## src/rtl/fwd_pkg.sv

```systemverilog
// Shared types and helpers for the forwarding scoreboard.
package fwd_pkg;
  // Storage is sized for the widest supported build. Narrower builds
  // zero-extend into it, so every compare can run at full width.
  localparam int MAX_REG_W = 8;
  localparam int MAX_SRC   = 4;

  // Select value meaning "use the register-file operand"
  localparam int SEL_NONE = 0;

  typedef struct packed {
    logic                               valid;
    logic                               rw;
    logic                               load;
    logic [MAX_REG_W-1:0]               rd;
    logic [MAX_SRC-1:0][MAX_REG_W-1:0]  rs;
  } stage_t;

  // The oldest stage gets select 1 and younger stages get larger values,
  // so the mux encoding is independent of where EX sits.
  function automatic int sel_enc(input int depth, input int k);
    return depth + 1 - k;
  endfunction
endpackage

```

## src/rtl/fwd_match.sv

```systemverilog
// Priority compare of one stage-1 source against stages 2..DEPTH.
module fwd_match
  import fwd_pkg::*;
#(
  parameter int DEPTH = 3,
  parameter int SEL_W = 2
) (
  input  logic                                 i_en,
  input  logic [MAX_REG_W-1:0]                 i_src,
  // bit j describes stage j+2; a set bit already implies valid, rw, rd!=0
  input  logic [DEPTH-2:0]                     i_prod,
  input  logic [DEPTH-2:0][MAX_REG_W-1:0]      i_rd,
  output logic [SEL_W-1:0]                     o_sel
);
  // Scan oldest to youngest so the youngest match is the one left standing.
  always_comb begin
    o_sel = SEL_W'(SEL_NONE);
    for (int j = DEPTH - 2; j >= 0; j--) begin
      if (i_en && i_prod[j] && (i_rd[j] == i_src))
        o_sel = SEL_W'(sel_enc(DEPTH, j + 2));
    end
  end
endmodule

```

## src/rtl/fwd_scoreboard.sv

```systemverilog
// Pipeline scoreboard: tracks in-flight writers, selects forwarding
// sources for the EX instruction and raises load-use stalls for ID.
module fwd_scoreboard
  import fwd_pkg::*;
#(
  parameter int REG_W      = 5,
  parameter int NUM_SRC    = 2,
  parameter int DEPTH      = 3,
  parameter int LOAD_STAGE = 3,
  localparam int SEL_W     = $clog2(DEPTH + 1)
) (
  input  logic                      clk_i,
  input  logic                      rst_i,
  input  logic                      id_valid_i,
  input  logic [NUM_SRC*REG_W-1:0]  id_rs_i,
  input  logic [REG_W-1:0]          id_rd_i,
  input  logic                      id_rw_i,
  input  logic                      id_load_i,
  input  logic                      flush_i,
  output logic [NUM_SRC*SEL_W-1:0]  fwd_sel_o,
  output logic                      stall_o,
  output logic [15:0]               stall_cnt_o
);
  stage_t                              r_stg [1:DEPTH];
  logic [15:0]                         r_cnt;
  stage_t                              w_nxt;
  logic [MAX_SRC-1:0][MAX_REG_W-1:0]   w_src;
  logic                                w_hz;
  logic [DEPTH-2:0]                    w_prod;
  logic [DEPTH-2:0][MAX_REG_W-1:0]     w_rd;
  logic [NUM_SRC-1:0][SEL_W-1:0]       w_sel;

  // Zero-extend the ID source addresses into full-width slots.
  always_comb begin
    w_src = '0;
    for (int s = 0; s < NUM_SRC; s++)
      w_src[s] = MAX_REG_W'(id_rs_i[s*REG_W +: REG_W]);
  end

  // Load-use hazard: a load still too young to forward its data.
  // With LOAD_STAGE=2 the loop is empty and the stall tie-off is 0.
  always_comb begin
    w_hz = 1'b0;
    for (int k = 1; k <= LOAD_STAGE - 2; k++)
      for (int s = 0; s < NUM_SRC; s++)
        if (r_stg[k].valid && r_stg[k].rw && r_stg[k].load &&
            (r_stg[k].rd != '0) && (r_stg[k].rd == w_src[s]))
          w_hz = 1'b1;
    stall_o = id_valid_i & ~flush_i & w_hz;
  end

  // Next stage-1 entry; stall and flush both inject a bubble.
  always_comb begin
    w_nxt       = '0;
    w_nxt.valid = id_valid_i & ~stall_o & ~flush_i;
    w_nxt.rw    = id_rw_i;
    w_nxt.load  = id_load_i;
    w_nxt.rd    = MAX_REG_W'(id_rd_i);
    w_nxt.rs    = w_src;
  end

  // Stage shift register; the WB entry simply falls off the end.
  always_ff @(posedge clk_i or negedge rst_i) begin
    if (!rst_i) begin
      for (int k = 1; k <= DEPTH; k++) r_stg[k] <= '0;
    end else begin
      r_stg[1] <= w_nxt;
      for (int k = 2; k <= DEPTH; k++) r_stg[k] <= r_stg[k-1];
    end
  end

  // Saturating stall-cycle counter.
  always_ff @(posedge clk_i or negedge rst_i) begin
    if (!rst_i)                          r_cnt <= '0;
    else if (stall_o && r_cnt != 16'hFFFF) r_cnt <= r_cnt + 16'd1;
  end

  assign stall_cnt_o = r_cnt;

  // Writer summary for stages 2..DEPTH, shared by all source matchers.
  always_comb begin
    for (int j = 0; j <= DEPTH - 2; j++) begin
      w_prod[j] = r_stg[j+2].valid & r_stg[j+2].rw & (r_stg[j+2].rd != '0);
      w_rd[j]   = r_stg[j+2].rd;
    end
  end

  for (genvar s = 0; s < NUM_SRC; s++) begin : g_src
    fwd_match #(.DEPTH(DEPTH), .SEL_W(SEL_W)) u_match (
      .i_en   (r_stg[1].valid),
      .i_src  (r_stg[1].rs[s]),
      .i_prod (w_prod),
      .i_rd   (w_rd),
      .o_sel  (w_sel[s])
    );
  end

  assign fwd_sel_o = w_sel;
endmodule
```

## config.mk

```make
export PLATFORM = sky130hd
export DESIGN_NAME = fwd_scoreboard
export DESIGN_NICKNAME = d
export VERILOG_FILES = /design/src/rtl/fwd_pkg.sv /design/src/rtl/fwd_match.sv /design/src/rtl/fwd_scoreboard.sv
export SDC_FILE = /design/constraint.sdc
export NUM_CORES = 1
export LEC_CHECK = 0
export ABC_AREA = 1
export CELL_PAD_IN_SITES_DETAIL_PLACEMENT = 0
export CELL_PAD_IN_SITES_GLOBAL_PLACEMENT = 1
export CORE_MARGIN = 2
export CORE_UTILIZATION = 35
export CTS_CLUSTER_SIZE = 40
export DETAILED_ROUTE_END_ITERATION = 8
export PLACE_DENSITY_LB_ADDON = 0.1
export SLEW_MARGIN = 20
export SYNTH_ARGS = -nofsm -noshare
export SYNTH_HDL_FRONTEND = slang
export SYNTH_HIERARCHICAL = 1
export SYNTH_SLANG_ARGS = --single-unit
```

## constraint.sdc

```tcl
create_clock -name clk_i -period 1.45 [get_ports clk_i]
set_clock_uncertainty 0.1 [all_clocks]
set_input_delay 0.29 -clock clk_i [delete_from_list [all_inputs] [get_ports clk_i]]
set_output_delay 0.29 -clock clk_i [all_outputs]
set_load 0.01 [all_outputs]
```

After elaboration in Yosys (flattened, before gate mapping)
Cells that the tools add are included.
Word-level totals
  bits of input ports: 21
  output and inout port bits: 21
  register bits after elaboration: 48
  word-level logic and storage cells: 52
Operators by class
  reductions and logical operators: 15
  bitwise operators: 10
  mux-type cells: 6
  equality and inequality tests: 7
  add/sub/neg operators: 1
Operators by type and width (number)
  equality test 5 bit: 6
  nonzero test 8 bit: 3
  adder 16 x 1 -> 16 bit (second input constant): 1
  != test 16 bit (second input constant): 1
  logical AND 1 bit: 12
  bitwise AND 1 bit: 8
  two-way mux 1 bit: 4
  two-way mux 2 bit: 2
  inverter 1 bit: 2

Longest topological paths before layout
Gate-level depths: netlist of run 1.
  word-level depth: 10
  mapped depth: 11
  depth with buffers taken out: 10

Cells and area by module
Netlist of run 1, hierarchy kept.
Modules (own cells, without submodules)
  fwd_scoreboard: sequential area each 1201.2 sq um, instances 1, area each 2202.1 sq um, cells each 260
  fwd_match: sequential area each 0.0 sq um, instances 2, area each 292.8 sq um, cells each 67

Worst setup path before layout of run 1
OpenSTA, ideal clock, no wires.
  kind: register -> register
  start point: register r_cnt[0] (netlist: stall_cnt_o[0])
  end point: register r_cnt[4] (netlist: stall_cnt_o[4])
  slack: -212 ps
  arrival: 1496 ps
  period minus slack after synthesis: 1662 ps
  cell stages (with the launch flop): 9
  path buffers: 1
  data required time: 1284 ps
  setup time: 66 ps
  path through: dfrtp_1 ha_1 nand3_2 nor3_4 nand3_2 nand4_2 buf_6 nand2_1 nand2_1
On the way
  cells in the longest elaborated chain, start to end: 2
  elaborated cells on any way between the ends: 3
  classes of those cells: add/sub: 1; eq/ne: 1; reduce/logical: 1
Ends and longest elaborated chain
  start: declaration: RTL line fwd_scoreboard.sv:25  | logic [15:0] r_cnt;
  start signal: assignment: RTL line fwd_scoreboard.sv:75  | else if (stall_o && r_cnt != 16'hFFFF) r_cnt <= r_cnt + 16'd1;
  parallel branches: the longest is 2 deep, another holds adder 16 x 1 -> 16 bit
Several ways; the timed one is not identified.
A chain may end at the register's enable or synchronous reset.

Final worst setup path of run 1
  start point: register r_stg[119] (netlist bit)
  end point: output stall_o
On the way
  cells in the longest elaborated chain, start to end: 6
  elaborated cells on any way between the ends: 9
  classes of those cells: eq/ne: 2; mux: 2; bitwise: 1; reduce/logical: 4
Ends and longest elaborated chain
  start: declaration: RTL line fwd_scoreboard.sv:24  | stage_t r_stg [1:DEPTH];
  nonzero test 8 bit: RTL line fwd_scoreboard.sv:47  | (r_stg[k].rd != '0) && (r_stg[k].rd == w_src[s]))
  logical AND 1 bit: RTL line fwd_scoreboard.sv:46  | if (r_stg[k].valid && r_stg[k].rw && r_stg[k].load &&
  logical AND 1 bit: RTL line fwd_scoreboard.sv:47
  two-way mux 1 bit: RTL line fwd_scoreboard.sv:46
  two-way mux 1 bit *: RTL line fwd_scoreboard.sv:46
  bitwise AND 1 bit *: RTL line fwd_scoreboard.sv:49  | stall_o = id_valid_i & ~flush_i & w_hz;
  end: declaration: RTL line fwd_scoreboard.sv:21  | output logic stall_o,
Mark *: on every way between the ends. The rest lies on a longest branch, timed or not.

==> PnR_summary.wiki, run 1 <==
{| class="wikitable"
! Metric !! Value
|-
| Largest net degree at the start of global routing || 49
|-
| Remaining number of nets flagged by the antenna check after routing || 0
|-
| Most used cell along the critical path || nand2_1
|-
| Boundary Pins || 42
|-
| Post-layout net count || 570
|-
| Worst Slack Setup Final || -0.5026 ns
|-
| Gp weighted congestion || 0.8661
|-
| Vias || 2855
|-
| Worst path cell trace || inv_2, nand2_1, nand2_1, nand2_2, nor2_2, nand3_2, a21boi_2, buf_2
|-
| Synth-to-Final Area Change || 58.53%
|-
| Critical Setup Path Class || reg -> out
|-
| CTS sink count || 48
|-
| Final setup violation count || 22
|-
| CP endpoint kind || primary output
|-
| Combined area of all synthesized cells || 0.002788 mm2
|-
| Ratio of final minimum period to clock period || 134.7%
|-
| Number of global-route vias before repair || 2669
|-
| Critical-path cell with the highest stage delay || dfrtp_1
|-
| Final max-slew violation count || 0
|-
| Final hold violation count || 0
|-
| Layout cells sized above 1 || 34.24%
|-
| Crit. Startpoint || r_stg[119]$_DFF_PN0_
|-
| Clock edge transition at the registers on the reported setup and hold paths || 0.10 ns
|-
| Register-to-register setup slack || -0.28 ns
|-
| Crit-path max cell delay || 0.44 ns
|-
| Unrepaired setup endpoints after global routing || yes
|-
| Global routing usage summed across all routing layers || 18.26%
|-
| Diodes inserted || 0
|-
| Reg2reg path depth || 12
|-
| FMAX || 0.5121 GHz
|-
| PnR Total Power || 2.902 mW
|-
| Sequential element share of the synthesized area || 43.09%
|-
| Worst Path Arrival || 1.56 ns
|-
| Power density over cell area || 656.7 mW/mm2
|-
| Post-layout minimum cycle time || 1.953 ns
|-
| Clock tree from TritonCTS || done
|-
| Clock tree root buffer cell || clkbuf_8
|-
| Worst EP required || 1.06 ns
|-
| Number of synthesized register bits || 48
|-
| Kind of start point of the critical path || flip-flop
|-
| Hold crit path type || in -> reg
|-
| Most common library cell in the layout ignoring fill and taps || nand2_1
|-
| Commonest cells after routing, fill and taps aside || nand2_1 (115), buf_4 (60), inv_1 (48)
|-
| Core footprint || 0.007727 mm2
|-
| Chip width || 93.25 um
|-
| Post-route core utilization || 57.19%
|-
| Num rows || 32
|-
| Static leakage || 2.321 nW
|-
| Via-to-Cell Ratio || 4.386
|-
| First-pass GRT wire length || 12360 um
|-
| Initial Util || 36.08%
|-
| CTS H-tree depth || 2
|-
| Avg Synthesized Cell Area || 7.075 um2
|-
| GRT overflow || 0
|-
| Origin of the critical flop-to-flop path || r_stg[119]$_DFF_PN0_
|-
| WL final || 7773 um
|-
| Clk_lat worst skew || 0.32 ns
|-
| DR DRC count || 0
|-
| Die H || 93.25 um
|-
| Top-area cell type share of the netlist area || 43.09%
|-
| Largest cells by area after synthesis || dfrtp_1 (43%), nand2_1 (20%), inv_1 (7.1%)
|-
| Number of DRC markers in iteration 0 || 110
|-
| Maximum buffer depth of the clock tree || 2
|-
| Run status || complete, but fails checks
|-
| DPL Wire Length || 5447 um
|-
| Initial antenna violation count || 0
|-
| Routed wire per std cell || 11.94 um
|-
| Detailed Routing Iterations Pass 1 || 4
|-
| Distinct cell type count after synthesis || 28
|-
| Violations in the final reports || setup timing
|-
| Maximum resistive drop on vdd || 0.3854 mV
|-
| Die outline area || 0.008695 mm2
|-
| Max-cap violations || 0
|-
| Critical Path Fanout Max || 3
|-
| Syn. warnings || 6
|-
| Critical Path Sink || stall_o
|-
| Synth Instances || 394
|-
| CTS buffer count || 5
|-
| Count of port buffers added during placement || 41
|-
| Instance count on the critical path || 8
|-
| Reg-to-Reg End || stall_cnt_o[6]$_DFFE_PN0P_
|-
| Final Hold Slack || 0.06316 ns
|-
| Number of buffers and inverters on the critical path || 2
|-
| CP top delay family || flip-flops
|-
| Cell accounting for the most synthesized area || dfrtp_1
|}
-- synth_stat cells (all sizes together) --
library cell	instances
o21ai	4
clkbuf	1
a21oi	4
a21boi	1
nand4	19
dfrtp	48
nand2	155
nor2b	1
inv	58
nand3	20
nand3b	1
xor2	10
conb	1
and3	1
nor3b	1
nor2	47
nor3	6
ha	1
xnor2	12
buf	3
-- cell families (layout without fill, tap and decap cells) --
family	Yosys count	in the layout	share of synthesized area [%]
buffers and inverters	62	182	8.707
AND/OR/NAND/NOR	251	251	38.73
other	1	36	0.1345
adder cells (fa/ha/maj)	1	1	0.4488
XOR/XNOR	22	22	6.912
flip-flops	48	48	43.09
AO/OA/AOI/OAI	9	9	1.975
-- through the flow --
stage	area (um2)	TNS [ns]	setup WS (ns)	instances
5_1_grt	4419	-8.349	-0.6211	651
4_1_cts	4154	-6.349	-0.5535	644
3_5_place_dp	3867	-13.98	-0.9505	620
2_1_floorplan	2944	-2.342	-0.1478	429
6_report	4419	-6.284	-0.5026	651
3_3_place_gp	3867	-13.74	-0.9432	620
-- area by class of cell --
| class | instances | area [um2] |
|---|---|---|
| sequential | 48 | 1207 |
| timing repair buffer | 116 | 1011 |
| clock inverter | 3 | 46.29 |
| clock buffer | 5 | 68.82 |
| multi-input combinational | 319 | 1740 |
| tap | 102 | 127.6 |
| inverter | 58 | 217.7 |
| fill | 753 | 3308 |
-- per-layer routing --
metal  global-route usage, %  wire length [um]  vias to the layer above
li1                        -                 -                     1484
met1                   20.93              3113                     1330
met2                   34.11              4360                       30
met3                   2.498               145                       11
met4                   6.985               154                        0
met5                       0                 0                        -
-- sequential cells by signal, summed over array words and instances, names as in the netlist --
signal	count
stall_cnt_o	16
r_stg	32
-- power by group --
part | switching (mW) | internal, mW | leakage (nW)
Clock | 0.510 | 0.520 | 0.0548
Sequential | 0.0399 | 1.39 | 0.593
Combinational | 0.237 | 0.210 | 1.67
Total | 0.787 | 2.12 | 2.32
-- worst min path at each step --
stage	to	start	depth (start not counted)
2_1_floorplan	r_stg[118]$_DFF_PN0_	rst_i	0
3_3_place_gp	stall_cnt_o[1]$_DFFE_PN0P_	rst_i	2
3_5_place_dp	stall_cnt_o[2]$_DFFE_PN0P_	rst_i	2
4_1_cts	r_stg[97]$_DFF_PN0_	id_rs_i[8]	1
5_1_grt	r_stg[88]$_DFF_PN0_	id_rs_i[2]	1
6_report	r_stg[88]$_DFF_PN0_	id_rs_i[2]	1
-- repair_timing --
action | 4_1_cts | 5_1_grt
gates cloned | 1 | 0
pin swaps | 13 | 38
setup buffers | 15 | 10
gates resized for setup | 89 | 72
hold buffers | 1 | 0
endpoints found under the setup margin | 38 | 27
endpoints found under the hold margin | 48 | 0
(Power assumes the default switching activity.)
==> inputs of run 2 (changes only) <==
Settings changed: RECOVER_POWER set to 25.
==> run 2 against run 1 <==
The flow still finishes with violations (setup timing); flip-flop and latch count unchanged; via count barely moved; maximum frequency shrank 1.8%; routed wire length barely moved; non-clock buffer count stayed put; combinational power shrank 2%; first-iteration DRC count unchanged; clock power about the same; critical path depth stayed put; total power decreased by 0.22%; cell area fell by 0.28%; count of clock-buffer cells in the layout did not move.
==> PnR_summary.wiki, run 2 (synthesis results as in run 1) <==
{| class="wikitable"
! Metric !! Value
|-
| Num rows || 32
|-
| Global routing usage summed across all routing layers || 18.26%
|-
| Critical Path Fanout Max || 3
|-
| Clock tree from TritonCTS || done
|-
| Remaining number of nets flagged by the antenna check after routing || 0
|-
| Clock tree root buffer cell || clkbuf_8
|-
| Critical Setup Path Class || in -> out
|-
| Post-layout minimum cycle time || 1.989 ns
|-
| Count of port buffers added during placement || 41
|-
| Routed wire per std cell || 11.95 um
|-
| Worst setup slack before clock tree synthesis || -0.9505 ns
|-
| FF/Latch Area || 0.001206 mm2
|-
| Total area of multi-input combinational cells || 0.001740 mm2
|-
| Cell depth of the worst min-delay path || 1
|-
| Number of cells in the finished layout apart from fillers || 651
|-
| Post-Route Setup TNS || -6.360 ns
|-
| Number of cells after detailed placement || 620
|-
| Worst EP required || 1.06 ns
|-
| WL final || 7778 um
|-
| PnR Total Power || 2.896 mW
|-
| CTS buffer count || 5
|-
| Register-to-register setup slack || -0.28 ns
|-
| FMAX || 0.5029 GHz
|-
| Detailed Routing Iterations Pass 1 || 4
|-
| Hold wc startpoint || id_rs_i[3]
|-
| Worst Path Arrival || 1.60 ns
|-
| Post-route core utilization || 57.03%
|-
| Initial Util || 36.08%
|-
| Boundary Pins || 42
|-
| Origin of the critical flop-to-flop path || r_stg[119]$_DFF_PN0_
|-
| Initial antenna violation count || 0
|-
| Crit-path max cell delay || 0.60 ns
|-
| Die H || 93.25 um
|-
| Power density over cell area || 657.1 mW/mm2
|-
| Max FFs per register || 32
|-
| Die outline area || 0.008695 mm2
|-
| Core footprint || 0.007727 mm2
|-
| CP top delay family || buffers and inverters
|-
| Number of buffers and inverters on the critical path || 3
|-
| DPL Wire Length || 5447 um
|-
| Final setup violation count || 22
|-
| Via-to-Cell Ratio || 4.384
|-
| Final Hold Slack || 0.06961 ns
|-
| Number of global-route vias before repair || 2669
|-
| Most flop-heavy register || r_stg
|-
| Worst path cell trace || dlygate4sd3_1, inv_1, nand2_2, nand3_2, nor2_2, nand3_2, a21boi_2, buf_2
|-
| Number of filler cells placed in the layout || 753
|-
| Largest net degree at the start of global routing || 49
|-
| Run status || complete, but fails checks
|-
| Clk_lat worst skew || 0.32 ns
|-
| Static leakage || 2.304 nW
|-
| Reg-to-Reg End || stall_cnt_o[6]$_DFFE_PN0P_
|-
| Unrepaired setup endpoints after global routing || yes
|-
| DR DRC count || 0
|-
| Terminating pin of the worst hold path || r_stg[89]$_DFF_PN0_
|-
| Commonest cells after routing, fill and taps aside || nand2_1 (115), buf_4 (60), inv_1 (48)
|-
| Final design area excluding fillers || 0.004407 mm2
|-
| Final max-slew violation count || 0
|-
| Most used cell along the critical path || nand3_2
|-
| Hold crit path type || in -> reg
|-
| CTS sink count || 48
|-
| Max-cap violations || 0
|-
| Clock edge transition at the registers on the reported setup and hold paths || 0.09 ns
|-
| Gp weighted congestion || 0.8661
|-
| Post-layout net count || 570
|-
| Chip width || 93.25 um
|-
| Violations in the final reports || setup timing
|-
| Kind of start point of the critical path || input port
|-
| Synth-to-Final Area Change || 58.08%
|-
| Reg2reg path depth || 12
|-
| Vias || 2854
|-
| Diodes inserted || 0
|-
| CP endpoint kind || primary output
|-
| Final hold violation count || 0
|-
| Maximum resistive drop on vdd || 0.3856 mV
|-
| Maximum buffer depth of the clock tree || 2
|-
| Area after DPL || 0.003867 mm2
|-
| Worst Slack Setup Final || -0.5386 ns
|-
| GRT overflow || 0
|-
| Critical-path cell with the highest stage delay || dlygate4sd3_1
|-
| Ratio of final minimum period to clock period || 137.1%
|-
| Most common library cell in the layout ignoring fill and taps || nand2_1
|-
| Number of DRC markers in iteration 0 || 110
|-
| CTS H-tree depth || 2
|-
| First-pass GRT wire length || 12360 um
|-
| Layout cells sized above 1 || 34.06%
|}
run 2: cell types whose count changed in the layout (fill, tap and decap cells not counted):
cell,delta
dlymetal6s2s_1,-2
dlygate4sd3_1,+9
clkdlybuf4s25_1,+1
dfrtp_2,-1
dfrtp_1,+1
clkbuf_1,+1
clkdlybuf4s50_1,-9
run 2: worst max-delay path by stage:
stage	start	endpoint	slack, ns	cells after the start
after floorplan	stall_cnt_o[1]$_DFFE_PN0P_	stall_cnt_o[2]$_DFFE_PN0P_	-0.15	8
after global placement	id_rs_i[1]	stall_o	-0.94	8
after detailed placement	id_rs_i[6]	stall_o	-0.95	9
after CTS	r_stg[78]$_DFF_PN0_	fwd_sel_o[3]	-0.55	10
after global routing	r_stg[34]$_DFF_PN0_	fwd_sel_o[0]	-0.62	11
final	id_rs_i[5]	stall_o	-0.54	8
run 2: cell type report:
type | instances | area share [%]
clock inverter | 3 | 1.051
tap | 102 | 2.896
multi-input combinational | 319 | 39.49
sequential | 48 | 27.37
inverter | 58 | 4.940
timing repair buffer | 116 | 22.69
clock buffer | 5 | 1.562
run 2: worst register-to-register path: cells and delay by family (launching register included):
| family | cells | cell delay (ns) |
|---|---|---|
| AND/OR/NAND/NOR | 8 | 0.59 |
| buffers and inverters | 4 | 0.50 |
| flip-flops | 1 | 0.44 |
run 2: power breakdown:
| group | switching, mW | internal (mW) |
|---|---|---|
| registers | 0.0399 | 1.39 |
| clock network | 0.510 | 0.520 |
| logic | 0.237 | 0.203 |
| total | 0.787 | 2.11 |
run 2: per-layer routing:
metal / global-route usage (%) / vias up / routed length, um
met3: 2.498 / 11 / 140
met2: 34.11 / 28 / 4365
met4: 6.985 / 0 / 154
li1: - / 1484 / -
met1: 20.93 / 1331 / 3117
met5: 0 / - / 0
run 2: what timing repair did:
item                                   4_1_cts  5_1_grt
setup endpoints to repair                   38       27
buffers inserted                            15       10
endpoints found under the hold margin       48        0
resized for setup                           89       72
hold buffers                                 1        0
gates cloned                                 1        0
pin swaps                                   13       38
